--- config.mk ---
export PLATFORM = sky130hd
export DESIGN_NAME = pic_host_master
export DESIGN_NICKNAME = d
export VERILOG_FILES = /design/src/rtl/pic_host_pkg.sv /design/src/rtl/pic_bus_cycle.sv /design/src/rtl/pic_host_master.sv
export SDC_FILE = /design/constraint.sdc
export NUM_CORES = 1
export LEC_CHECK = 0
export ABC_CLOCK_PERIOD_IN_PS = 5300
export CAP_MARGIN = 20
export CORE_MARGIN = 5
export CORE_UTILIZATION = 45
export CTS_BUF_LIST = sky130_fd_sc_hd__clkbuf_2
export DETAILED_ROUTE_END_ITERATION = 10
export GPL_TIMING_DRIVEN = 0
export MAX_ROUTING_LAYER = met4
export PLACE_DENSITY = 0.74
export SLEW_MARGIN = 30
export SYNTH_ARGS = -nofsm -noshare
export SYNTH_HDL_FRONTEND = slang
export SYNTH_SLANG_ARGS = --single-unit
--- constraint.sdc ---
create_clock -name clk -period 5.3 [get_ports clk]
set_input_delay 1.06 -clock clk [delete_from_list [all_inputs] [get_ports clk]]
set_output_delay 1.06 -clock clk [all_outputs]
set_load 0.01 [all_outputs]
--- src/rtl/pic_host_pkg.sv ---
// rtl/pic_host_pkg.sv - shared types and constants for the 8259A-style PIC host master
// Purpose: FSM state enum, bus-cycle kinds and phases, OCW2 EOI encodings, ICW1 steering bit indices.
// Ports: none (package).
package pic_host_pkg;

    typedef enum logic [3:0] {
        S_INIT, S_ICW1, S_ICW2, S_ICW3, S_ICW4, S_OCW1,
        S_IDLE, S_INTA, S_EOI, S_ACC, S_AEOI
    } host_state_e;

    typedef enum logic [1:0] {CYC_WR, CYC_RD, CYC_INTA} cyc_kind_e;

    typedef enum logic [2:0] {P_IDLE, P_SETUP, P_LOW, P_GAP, P_LOW2, P_HOLD} bus_phase_e;

    localparam logic [7:0] EOI_NONSPEC   = 8'h20;
    localparam logic [7:0] EOI_SPEC_BASE = 8'h60;

    localparam int ICW1_SNGL_BIT = 1;
    localparam int ICW1_IC4_BIT  = 0;

    function automatic logic [7:0] ocw2_eoi(input logic specific, input logic [2:0] level);
        return specific ? (EOI_SPEC_BASE | {5'b00000, level}) : EOI_NONSPEC;
    endfunction

endpackage

--- src/rtl/pic_bus_cycle.sv ---
// rtl/pic_bus_cycle.sv - strobe timing engine for PIC write, read and two-pulse INTA cycles
// Purpose: on start, runs one bus cycle of the requested kind and drives registered strobes.
//   WR/RD: SETUP (cs_n low) -> strobe low PULSE_CYC -> HOLD (cs_n low, strobe high).
//   INTA : inta_n low PULSE_CYC -> high GAP_CYC -> low PULSE_CYC -> REC; cs_n stays high.
// Ports: clk, rst_n (async active-low); start, kind, req_a0, req_data (cycle request);
//   cs_n, wr_n, rd_n, inta_n, a0, data_out (bus); last_low (final low clock of the
//   data-carrying strobe), sample (last_low for RD/INTA), done (HOLD/REC clock).
import pic_host_pkg::*;

module pic_bus_cycle #(
    parameter int PULSE_CYC = 2,
    parameter int GAP_CYC   = 1
) (
    input  logic       clk,
    input  logic       rst_n,
    input  logic       start,
    input  cyc_kind_e  kind,
    input  logic       req_a0,
    input  logic [7:0] req_data,
    output logic       cs_n,
    output logic       wr_n,
    output logic       rd_n,
    output logic       inta_n,
    output logic       a0,
    output logic [7:0] data_out,
    output logic       last_low,
    output logic       sample,
    output logic       done
);

    bus_phase_e phase;
    cyc_kind_e  kind_q;
    logic [7:0] cnt;

    wire pulse_end = (cnt == 8'(PULSE_CYC - 1));
    wire gap_end   = (cnt == 8'(GAP_CYC - 1));

    // For INTA only the second pulse carries the vector, so the first low phase never counts.
    assign last_low = pulse_end && ((phase == P_LOW && kind_q != CYC_INTA) || phase == P_LOW2);
    assign sample   = last_low && (kind_q != CYC_WR);
    assign done     = (phase == P_HOLD);

    always_ff @(posedge clk or negedge rst_n) begin
        if (!rst_n) begin
            phase    <= P_IDLE;
            kind_q   <= CYC_WR;
            cnt      <= 8'd0;
            cs_n     <= 1'b1;
            wr_n     <= 1'b1;
            rd_n     <= 1'b1;
            inta_n   <= 1'b1;
            a0       <= 1'b0;
            data_out <= 8'd0;
        end else if (start) begin
            kind_q <= kind;
            cnt    <= 8'd0;
            wr_n   <= 1'b1;
            rd_n   <= 1'b1;
            if (kind == CYC_INTA) begin
                phase  <= P_LOW;
                cs_n   <= 1'b1;
                inta_n <= 1'b0;
            end else begin
                phase    <= P_SETUP;
                cs_n     <= 1'b0;
                inta_n   <= 1'b1;
                a0       <= req_a0;
                data_out <= req_data;
            end
        end else begin
            case (phase)
                P_SETUP: begin
                    phase <= P_LOW;
                    cnt   <= 8'd0;
                    wr_n  <= (kind_q != CYC_WR);
                    rd_n  <= (kind_q != CYC_RD);
                end
                P_LOW: begin
                    if (pulse_end) begin
                        cnt <= 8'd0;
                        if (kind_q == CYC_INTA) begin
                            phase  <= P_GAP;
                            inta_n <= 1'b1;
                        end else begin
                            phase <= P_HOLD;
                            wr_n  <= 1'b1;
                            rd_n  <= 1'b1;
                        end
                    end else begin
                        cnt <= cnt + 8'd1;
                    end
                end
                P_GAP: begin
                    if (gap_end) begin
                        phase  <= P_LOW2;
                        cnt    <= 8'd0;
                        inta_n <= 1'b0;
                    end else begin
                        cnt <= cnt + 8'd1;
                    end
                end
                P_LOW2: begin
                    if (pulse_end) begin
                        phase  <= P_HOLD;
                        cnt    <= 8'd0;
                        inta_n <= 1'b1;
                    end else begin
                        cnt <= cnt + 8'd1;
                    end
                end
                P_HOLD: begin
                    phase <= P_IDLE;
                    cs_n  <= 1'b1;
                end
                default: phase <= P_IDLE;
            endcase
        end
    end

endmodule

--- src/rtl/pic_host_master.sv ---
// rtl/pic_host_master.sv - CPU-side initiator for an 8259A-style PIC
// Purpose: programs ICW1..ICW4 + OCW1 after reset, serves INT with a two-pulse INTA cycle and
//   captures the vector, issues OCW2 EOI writes and generic host register reads/writes.
//   Arbitration in IDLE: INTA > EOI > host access. New INTA is held off while a vector is pending.
// Optional feature macro: PIC_HOST_AUTO_EOI_EN - after each vector handshake a non-specific EOI
//   is written before any other IDLE arbitration, without an eoi_ack pulse.
// Ports: clk, rst_n (async active-low); int_in; cs_n, wr_n, rd_n, inta_n, a0, data_out, data_in
//   (PIC bus); init_done; irq_enable; vector/vector_valid/vector_ready; eoi_req/eoi_specific/
//   eoi_level/eoi_ack; acc_req/acc_wr/acc_a0/acc_wdata/acc_rdata/acc_done.
import pic_host_pkg::*;

module pic_host_master #(
    parameter int         PULSE_CYC = 2,
    parameter int         GAP_CYC   = 1,
    parameter logic [7:0] ICW1_VAL  = 8'h13,
    parameter logic [7:0] ICW2_VAL  = 8'h20,
    parameter logic [7:0] ICW3_VAL  = 8'h00,
    parameter logic [7:0] ICW4_VAL  = 8'h01,
    parameter logic [7:0] OCW1_INIT = 8'h00
) (
    input  logic       clk,
    input  logic       rst_n,
    input  logic       int_in,
    output logic       cs_n,
    output logic       wr_n,
    output logic       rd_n,
    output logic       inta_n,
    output logic       a0,
    output logic [7:0] data_out,
    input  logic [7:0] data_in,
    output logic       init_done,
    input  logic       irq_enable,
    output logic [7:0] vector,
    output logic       vector_valid,
    input  logic       vector_ready,
    input  logic       eoi_req,
    input  logic       eoi_specific,
    input  logic [2:0] eoi_level,
    output logic       eoi_ack,
    input  logic       acc_req,
    input  logic       acc_wr,
    input  logic       acc_a0,
    input  logic [7:0] acc_wdata,
    output logic [7:0] acc_rdata,
    output logic       acc_done
);

    host_state_e state;
    logic        int_s1, int_s2;
    logic        cyc_start, cyc_a0;
    cyc_kind_e   cyc_kind;
    logic [7:0]  cyc_data;
    logic        cyc_last_low, cyc_sample, cyc_done;
`ifdef PIC_HOST_AUTO_EOI_EN
    logic        aeoi_pend;
`endif

    pic_bus_cycle #(.PULSE_CYC(PULSE_CYC), .GAP_CYC(GAP_CYC)) u_cycle (
        .clk      (clk),
        .rst_n    (rst_n),
        .start    (cyc_start),
        .kind     (cyc_kind),
        .req_a0   (cyc_a0),
        .req_data (cyc_data),
        .cs_n     (cs_n),
        .wr_n     (wr_n),
        .rd_n     (rd_n),
        .inta_n   (inta_n),
        .a0       (a0),
        .data_out (data_out),
        .last_low (cyc_last_low),
        .sample   (cyc_sample),
        .done     (cyc_done)
    );

    always_ff @(posedge clk or negedge rst_n) begin
        if (!rst_n) begin
            int_s1 <= 1'b0;
            int_s2 <= 1'b0;
        end else begin
            int_s1 <= int_in;
            int_s2 <= int_s1;
        end
    end

    // Each bus state launches its cycle on entry (cyc_start pulse) and moves on in the HOLD/REC clock.
    always_ff @(posedge clk or negedge rst_n) begin
        if (!rst_n) begin
            state        <= S_INIT;
            cyc_start    <= 1'b0;
            cyc_kind     <= CYC_WR;
            cyc_a0       <= 1'b0;
            cyc_data     <= 8'd0;
            init_done    <= 1'b0;
            vector       <= 8'd0;
            vector_valid <= 1'b0;
            eoi_ack      <= 1'b0;
            acc_rdata    <= 8'd0;
            acc_done     <= 1'b0;
`ifdef PIC_HOST_AUTO_EOI_EN
            aeoi_pend    <= 1'b0;
`endif
        end else begin
            cyc_start <= 1'b0;
            eoi_ack   <= 1'b0;
            acc_done  <= 1'b0;

            if (vector_valid && vector_ready) begin
                vector_valid <= 1'b0;
                vector       <= 8'd0;
`ifdef PIC_HOST_AUTO_EOI_EN
                aeoi_pend    <= 1'b1;
`endif
            end

            case (state)
                S_INIT: begin
                    state     <= S_ICW1;
                    cyc_start <= 1'b1;
                    cyc_kind  <= CYC_WR;
                    cyc_a0    <= 1'b0;
                    cyc_data  <= ICW1_VAL;
                end
                S_ICW1: if (cyc_done) begin
                    state     <= S_ICW2;
                    cyc_start <= 1'b1;
                    cyc_a0    <= 1'b1;
                    cyc_data  <= ICW2_VAL;
                end
                S_ICW2: if (cyc_done) begin
                    cyc_start <= 1'b1;
                    if (!ICW1_VAL[ICW1_SNGL_BIT]) begin
                        state    <= S_ICW3;
                        cyc_data <= ICW3_VAL;
                    end else if (ICW1_VAL[ICW1_IC4_BIT]) begin
                        state    <= S_ICW4;
                        cyc_data <= ICW4_VAL;
                    end else begin
                        state    <= S_OCW1;
                        cyc_data <= OCW1_INIT;
                    end
                end
                S_ICW3: if (cyc_done) begin
                    cyc_start <= 1'b1;
                    if (ICW1_VAL[ICW1_IC4_BIT]) begin
                        state    <= S_ICW4;
                        cyc_data <= ICW4_VAL;
                    end else begin
                        state    <= S_OCW1;
                        cyc_data <= OCW1_INIT;
                    end
                end
                S_ICW4: if (cyc_done) begin
                    state     <= S_OCW1;
                    cyc_start <= 1'b1;
                    cyc_data  <= OCW1_INIT;
                end
                S_OCW1: if (cyc_done) begin
                    state     <= S_IDLE;
                    init_done <= 1'b1;
                end
                S_IDLE: begin
`ifdef PIC_HOST_AUTO_EOI_EN
                    // A handshake in this very clock also counts, so nothing can slip in ahead of the auto EOI.
                    if (aeoi_pend || (vector_valid && vector_ready)) begin
                        aeoi_pend <= 1'b0;
                        state     <= S_AEOI;
                        cyc_start <= 1'b1;
                        cyc_kind  <= CYC_WR;
                        cyc_a0    <= 1'b0;
                        cyc_data  <= EOI_NONSPEC;
                    end else
`endif
                    if (int_s2 && irq_enable && !vector_valid) begin
                        state     <= S_INTA;
                        cyc_start <= 1'b1;
                        cyc_kind  <= CYC_INTA;
                    end else if (eoi_req) begin
                        state     <= S_EOI;
                        cyc_start <= 1'b1;
                        cyc_kind  <= CYC_WR;
                        cyc_a0    <= 1'b0;
                        cyc_data  <= ocw2_eoi(eoi_specific, eoi_level);
                    end else if (acc_req) begin
                        state     <= S_ACC;
                        cyc_start <= 1'b1;
                        cyc_kind  <= acc_wr ? CYC_WR : CYC_RD;
                        cyc_a0    <= acc_a0;
                        cyc_data  <= acc_wdata;
                    end
                end
                S_INTA: begin
                    // The vector is passed through as-is, including a spurious one if INT dropped mid-cycle.
                    if (cyc_sample) vector <= data_in;
                    if (cyc_done) begin
                        vector_valid <= 1'b1;
                        state        <= S_IDLE;
                    end
                end
                S_EOI: begin
                    if (cyc_last_low) eoi_ack <= 1'b1;
                    if (cyc_done) state <= S_IDLE;
                end
                S_ACC: begin
                    if (cyc_sample) acc_rdata <= data_in;
                    if (cyc_last_low) acc_done <= 1'b1;
                    if (cyc_done) state <= S_IDLE;
                end
                S_AEOI: if (cyc_done) state <= S_IDLE;
                default: state <= S_INIT;
            endcase
        end
    end

endmodule

Yosys cells after proc, flatten, opt, wreduce, memory -nomap -nowiden
Cells that the tools add are included.

operators by class
  div/mod/pow operators = 0
  $add $sub $neg = 1
  multipliers = 0
  shift operators = 0
  reduce and logical (&&, ||, !) cells = 32
  mux-type cells = 66
  equal/unequal tests = 32
  bitwise operators = 1
  magnitude comparators = 0

operator list
  operator                                                         count
  8-bit 2-to-1 mux                                                 12
  8-bit case mux with 5 select lines                               1
  4-bit 2-to-1 mux                                                 7
  1-bit 2-to-1 mux                                                 27
  4-bit case mux with 6 select lines                               1
  8-bit case mux with 3 select lines                               1
  4-bit by 3-bit == test with 1-bit output, second input constant  4
  3-bit 2-to-1 mux                                                 5
  4-bit == test, second input constant                             3
  3-bit case mux with 4 select lines                               1
  5-bit AND reduction                                              2
  3-bit by 2-bit != test with 1-bit output, second input constant  3
  3-bit != test, second input constant                             3
  1-bit case mux with 3 select lines                               3
  8-bit by 1-bit adder with 8-bit output, second input constant    1
  4-bit by 2-bit == test with 1-bit output, second input constant  2
  8-bit by 1-bit == test with 1-bit output, second input constant  1
  8-bit zero test                                                  1
  2-bit 2-to-1 mux                                                 4
  2-bit != test, second input constant                             4
  2-bit AND reduction                                              4
  4-bit nonzero test                                               2
  7-bit 2-to-1 mux                                                 1
  3-bit by 2-bit == test with 1-bit output, second input constant  2
  22 further kinds                                                 37

storage, ports and cells
  latch bits = 0
  bits in registers = 64
  output and inout port bits = 33
  memory bits (read-only) = 0
  memories kept = 0
  RAM bits = 0

Logic depth before layout (Yosys ltp)
  depth after elaboration = 7
  gate-level depth with buffers = 7

Hierarchy
A second synthesis with hierarchy kept.

second synthesis, totals
  cell total of the unflattened synthesis = 337
  area, all modules = 3370.7 sq um

by module, submodules not included
  module           cells each  instances  sequential area each (sq um)  area an instance (sq um)
  pic_host_master  173         1          950.9                         1850.5
  pic_bus_cycle    164         1          655.6                         1520.2

Worst setup path before layout
Ideal clock, no wire load.

  kind = input -> register
  from = in eoi_req
  to = reg cyc_data[0]
  required time = 5.175 ns
  data arrival time = 2.529 ns
  setup time = 0.125 ns
  path slack = 2.646 ns
  stages = 5
  cells stage by stage = clkbuf_1 > nor2_1 > or4_1 > a21oi_2 > mux2_2

on the way
  word-level cells in the longest chain between the ends = 3
  elaborated cells on any way between the ends = 5
  those cells by class = eq/ne (1); mux (3); reduce/logical (1)

ends and longest elaborated chain
  element                             line                    text
  start, declared                     pic_host_master.sv:36   input logic eoi_req,
  8-bit 2-to-1 mux                    pic_host_master.sv:178  end else if (eoi_req) begin
  8-bit 2-to-1 mux                    pic_host_master.sv:174  if (int_s2 && irq_enable && !vector_valid) begin
  8-bit case mux with 5 select lines  pic_host_master.sv:116  case (state)
  end signal, assigned                pic_host_master.sv:183  cyc_data <= ocw2_eoi(eoi_specific, eoi_level);
  end signal, assigned                pic_host_master.sv:189  cyc_data <= acc_wdata;
  end, declared                       pic_host_master.sv:52   logic [7:0] cyc_data;

Several ways; a longest one is shown, not always the timed one. The select of a mux whose other input is x is not followed.
A chain may end at the register's enable or synchronous reset.

Final worst setup path
  from = in irq_enable
  to = reg cyc_data[2]

on the way
  word-level cells in the longest chain between the ends = 4

ends and longest elaborated chain
  element                               line                    text
  start, declared                       pic_host_master.sv:32   input logic irq_enable,
  1-bit logical AND (2 in a row)        pic_host_master.sv:174
  2-bit != test (no source line)        -
  6-bit AND reduction (no source line)  -

Every way passes these cells.

==> Flow_metrics.wiki <==
{| class="wikitable"
! Metric !! Value
|-
| I/O Pins || 62
|-
| Shortest period the worst path allows || 2.76 ns
|-
| Arrival time of data at the critical path endpoint || 3.15 ns
|-
| Post-Route Hold Slack || 0.415 ns
|-
| Setup repair after global routing missed its margin || false
|-
| Dominant cell type by area after synthesis || sky130_fd_sc_hd__dfrtp_1
|-
| Worst slack, placed || 2.03 ns
|-
| Static Leak || 1.87 nW
|-
| Max_slew headroom || 56.3%
|-
| Global-route wire length before repair || 13500 um
|-
| Commonest cells in the netlist || 60 x sky130_fd_sc_hd__dfrtp_1, 23 x sky130_fd_sc_hd__inv_1, 22 x sky130_fd_sc_hd__mux2_2
|-
| Final worst clock skew || 0.0346 ns
|-
| Via count || 2828
|-
| Routability cong. || 0.886
|-
| Sum of negative setup slack || 0 ns
|-
| Insertion delay of the later-clocked pin in the worst-skew pair || 0.50 ns
|-
| CTS clk-pin slew, worst paths || 0.19 ns
|-
| Area of the mapped netlist || 0.00337 sq mm
|-
| Antenna violations before repair || 0
|-
| Least-Margin Pin Slew || 0.648 ns
|-
| Worst EP required || 5.69 ns
|-
| Die Y-Extent || 96.5 um
|-
| Cells after Synth || 327
|-
| Synthesized netlist net count || 359
|-
| Number of antenna cells inserted || 0
|-
| Most used DFF post-synth || sky130_fd_sc_hd__dfrtp_1
|-
| Ys Warns || 0
|-
| TritonCTS clock tree || built
|-
| PnR worst setup slack || 2.54 ns
|-
| Share of final-layout standard cells stronger than drive strength 1 || 14.4%
|-
| Async set-or-reset flop fraction in the synthesized netlist || 100%
|-
| Via count of the first global-routing pass || 2790
|-
| Floorplan die width || 96.5 um
|-
| DR iter-0 viols || 188
|-
| Pwr per Cell Area || 446 mW/mm^2
|-
| Main area contributors after synthesis || sky130_fd_sc_hd__dfrtp_1 45%, sky130_fd_sc_hd__mux2_2 7.4%, sky130_fd_sc_hd__dfstp_2 3.1%
|-
| DRT Wirelength || 8140 um
|-
| Cell with the most instances after synthesis || sky130_fd_sc_hd__dfrtp_1
|-
| Synth unique cells || 68
|-
| Setup crit end kind || flop
|-
| Post-CTS setup-driven buffer insertion count || 0
|-
| Routed wire per std cell || 16.2 um
|-
| Starting utilization of the core area || 46.4%
|-
| Result of the run || finished, final reports clean
|-
| Nets || 431
|-
| FP Rows || 31
|-
| Number of buffers created by CTS || 9
|-
| Number of enable flip-flop cells after synthesis || 0
|-
| Cell at the root of the clock tree || sky130_fd_sc_hd__clkbuf_2
|-
| Share of Yosys cell area claimed by the top area cell type || 44.6%
|-
| Area of the multi-input gates || 0.00159 sq mm
|-
| Hold violation count in the final report || 0
|-
| Remaining global-route overflow || 0
|-
| Pin count of the biggest net entering global routing || 40
|-
| Crit-path max FO || 8
|-
| # hold bufs at CTS || 0
|-
| Drt pass-1 iters || 5
|-
| Fill count || 655
|-
| Number of flip-flops and latches in the synthesized netlist || 64
|-
| Final Core Density || 58.1%
|-
| Number of gates resized after CTS || 0
|-
| Global-route total usage across every layer || 19.2%
|-
| Port Buf Inserts || 60
|-
| Type of the worst min-delay path || reg2reg
|-
| Area of the placeable core || 0.00725 sq mm
|-
| Crit Path Class || in2reg
|-
| Sequential cell area || 0.00161 sq mm
|-
| Setup-violating endpoint count in the final report || 0
|-
| TritonCTS sink count || 64
|-
| Max_cap viols || 0
|-
| CP Launch Type || input pin
|-
| Number of levels in the clock H-tree || 3
|-
| Average size of a mapped cell || 10.3 sq um
|-
| Ratio of final minimum period to clock period || 52.0%
|-
| Die Area || 0.00932 sq mm
|-
| Sequential cell area fraction in the yosys report || 47.7%
|-
| Maximum clock frequency || 363 MHz
|-
| Sum of net half-perimeters after detailed placement || 5930 um
|-
| Post-route DRC || 0
|-
| Peak supply drop || 0.225 mV
|-
| Antenna violation net count after detailed routing || 0
|-
| Number of slew-limit violations in the final report || 0
|-
| Post-detailed-route via-to-cell ratio || 5.62
|-
| Maximum count of clock buffers along a single path || 2
|-
| Layout Area Growth over Synthesis || 25.1%
|}
-- power by group --
part / total [mW] / switching (mW) / internal (mW)
Sequential: 0.691 / 0.0787 / 0.613
Clock: 0.284 / 0.174 / 0.109
Combinational: 0.906 / 0.501 / 0.405
Total: 1.88 / 0.754 / 1.13
-- flip-flops by register name, indices dropped and copies added (netlist names), 2 cells and up --
name	cells
acc_rdata	8
u_cycle.cnt	8
state	4
vector	8
cyc_kind	2
u_cycle.data_out	8
u_cycle.kind_q	2
u_cycle.phase	3
cyc_data	8
-- cells in the final DEF, fill, tap and decap left out, types with 4 or more instances in the layout --
cell                              instances
sky130_fd_sc_hd__nand2_1                 20
sky130_fd_sc_hd__o21ai_0                 20
sky130_fd_sc_hd__clkbuf_1                17
sky130_fd_sc_hd__nand3b_1                 5
sky130_fd_sc_hd__clkbuf_2                11
sky130_fd_sc_hd__a221o_1                  5
sky130_fd_sc_hd__a211oi_1                 6
sky130_fd_sc_hd__inv_1                   23
sky130_fd_sc_hd__dfstp_2                  4
sky130_fd_sc_hd__a21oi_1                 17
sky130_fd_sc_hd__mux2i_1                 10
sky130_fd_sc_hd__nor3_1                  10
sky130_fd_sc_hd__dfrtp_1                 60
sky130_fd_sc_hd__nor2_1                  13
sky130_fd_sc_hd__nand2b_1                 6
sky130_fd_sc_hd__mux2_2                  22
sky130_fd_sc_hd__clkdlybuf4s50_1         59
sky130_fd_sc_hd__nor2b_1                  5
sky130_fd_sc_hd__a22o_1                   5
sky130_fd_sc_hd__nand3_1                  4
-- path summary, 6_finish.rpt --
check,cells past startpoint,startpoint,slack (ns),to
worst min register to register,0,int_s1,0.42,int_s2
min in group asynchronous,1,rst_n,0.43,u_cycle.cnt[2]
worst max register to register,5,vector_valid,3.12,cyc_data[2]
worst min-delay path,0,int_s1,0.42,int_s2
max in group asynchronous,2,rst_n,4.28,u_cycle.rd_n
worst max-delay path,6,irq_enable,2.54,cyc_data[2]
-- worst max-delay path: stages --
cell,delay (ns)
sky130_fd_sc_hd__clkdlybuf4s50_1,0.42
sky130_fd_sc_hd__and3b_1,0.18
sky130_fd_sc_hd__clkbuf_1,0.21
sky130_fd_sc_hd__or4_1,0.56
sky130_fd_sc_hd__a21oi_2,0.34
sky130_fd_sc_hd__mux2_2,0.38
-- cell type report --
| class | instances | area share, % |
|---|---|---|
| multi-input cells | 218 | 37.6 |
| inverters | 24 | 2.14 |
| clock inverters | 5 | 1.16 |
| repair buffers | 61 | 14.7 |
| plain buffers | 21 | 2.05 |
| flip-flops and latches | 64 | 38.1 |
| well taps | 99 | 2.94 |
| clock buffers | 11 | 1.31 |
-- kinds of logic after synthesis --
logic type	share of synthesized area (%)
flip-flops	47.7
AO/OA/AOI/OAI	18.4
buffers and inverters	5.24
XOR/XNOR	0.520
multiplexers	10.3
AND/OR/NAND/NOR	16.7
adder cells (fa/ha/maj)	1.11
-- stage by stage --
| step | instances | power (mW) | cell area (sq um) |
|---|---|---|---|
| 2_1_floorplan | 327 | 1.28 | 3370 |
| 3_3_place_gp | 486 | 1.58 | 4090 |
| 3_5_place_dp | 487 | 1.60 | 4110 |
| 4_1_cts | 503 | 1.89 | 4210 |
| 5_1_grt | 503 | 2.02 | 4210 |
| 6_report | 503 | 1.88 | 4210 |
-- per-layer routing --
metal / GRT usage, % / wire [um]
met1: 25.9 / 3720
met5: - / 0
met2: 28.7 / 3830
met3: 4.73 / 489
met4: 6.07 / 96
Note: power is estimated with default switching activity, not from simulation.
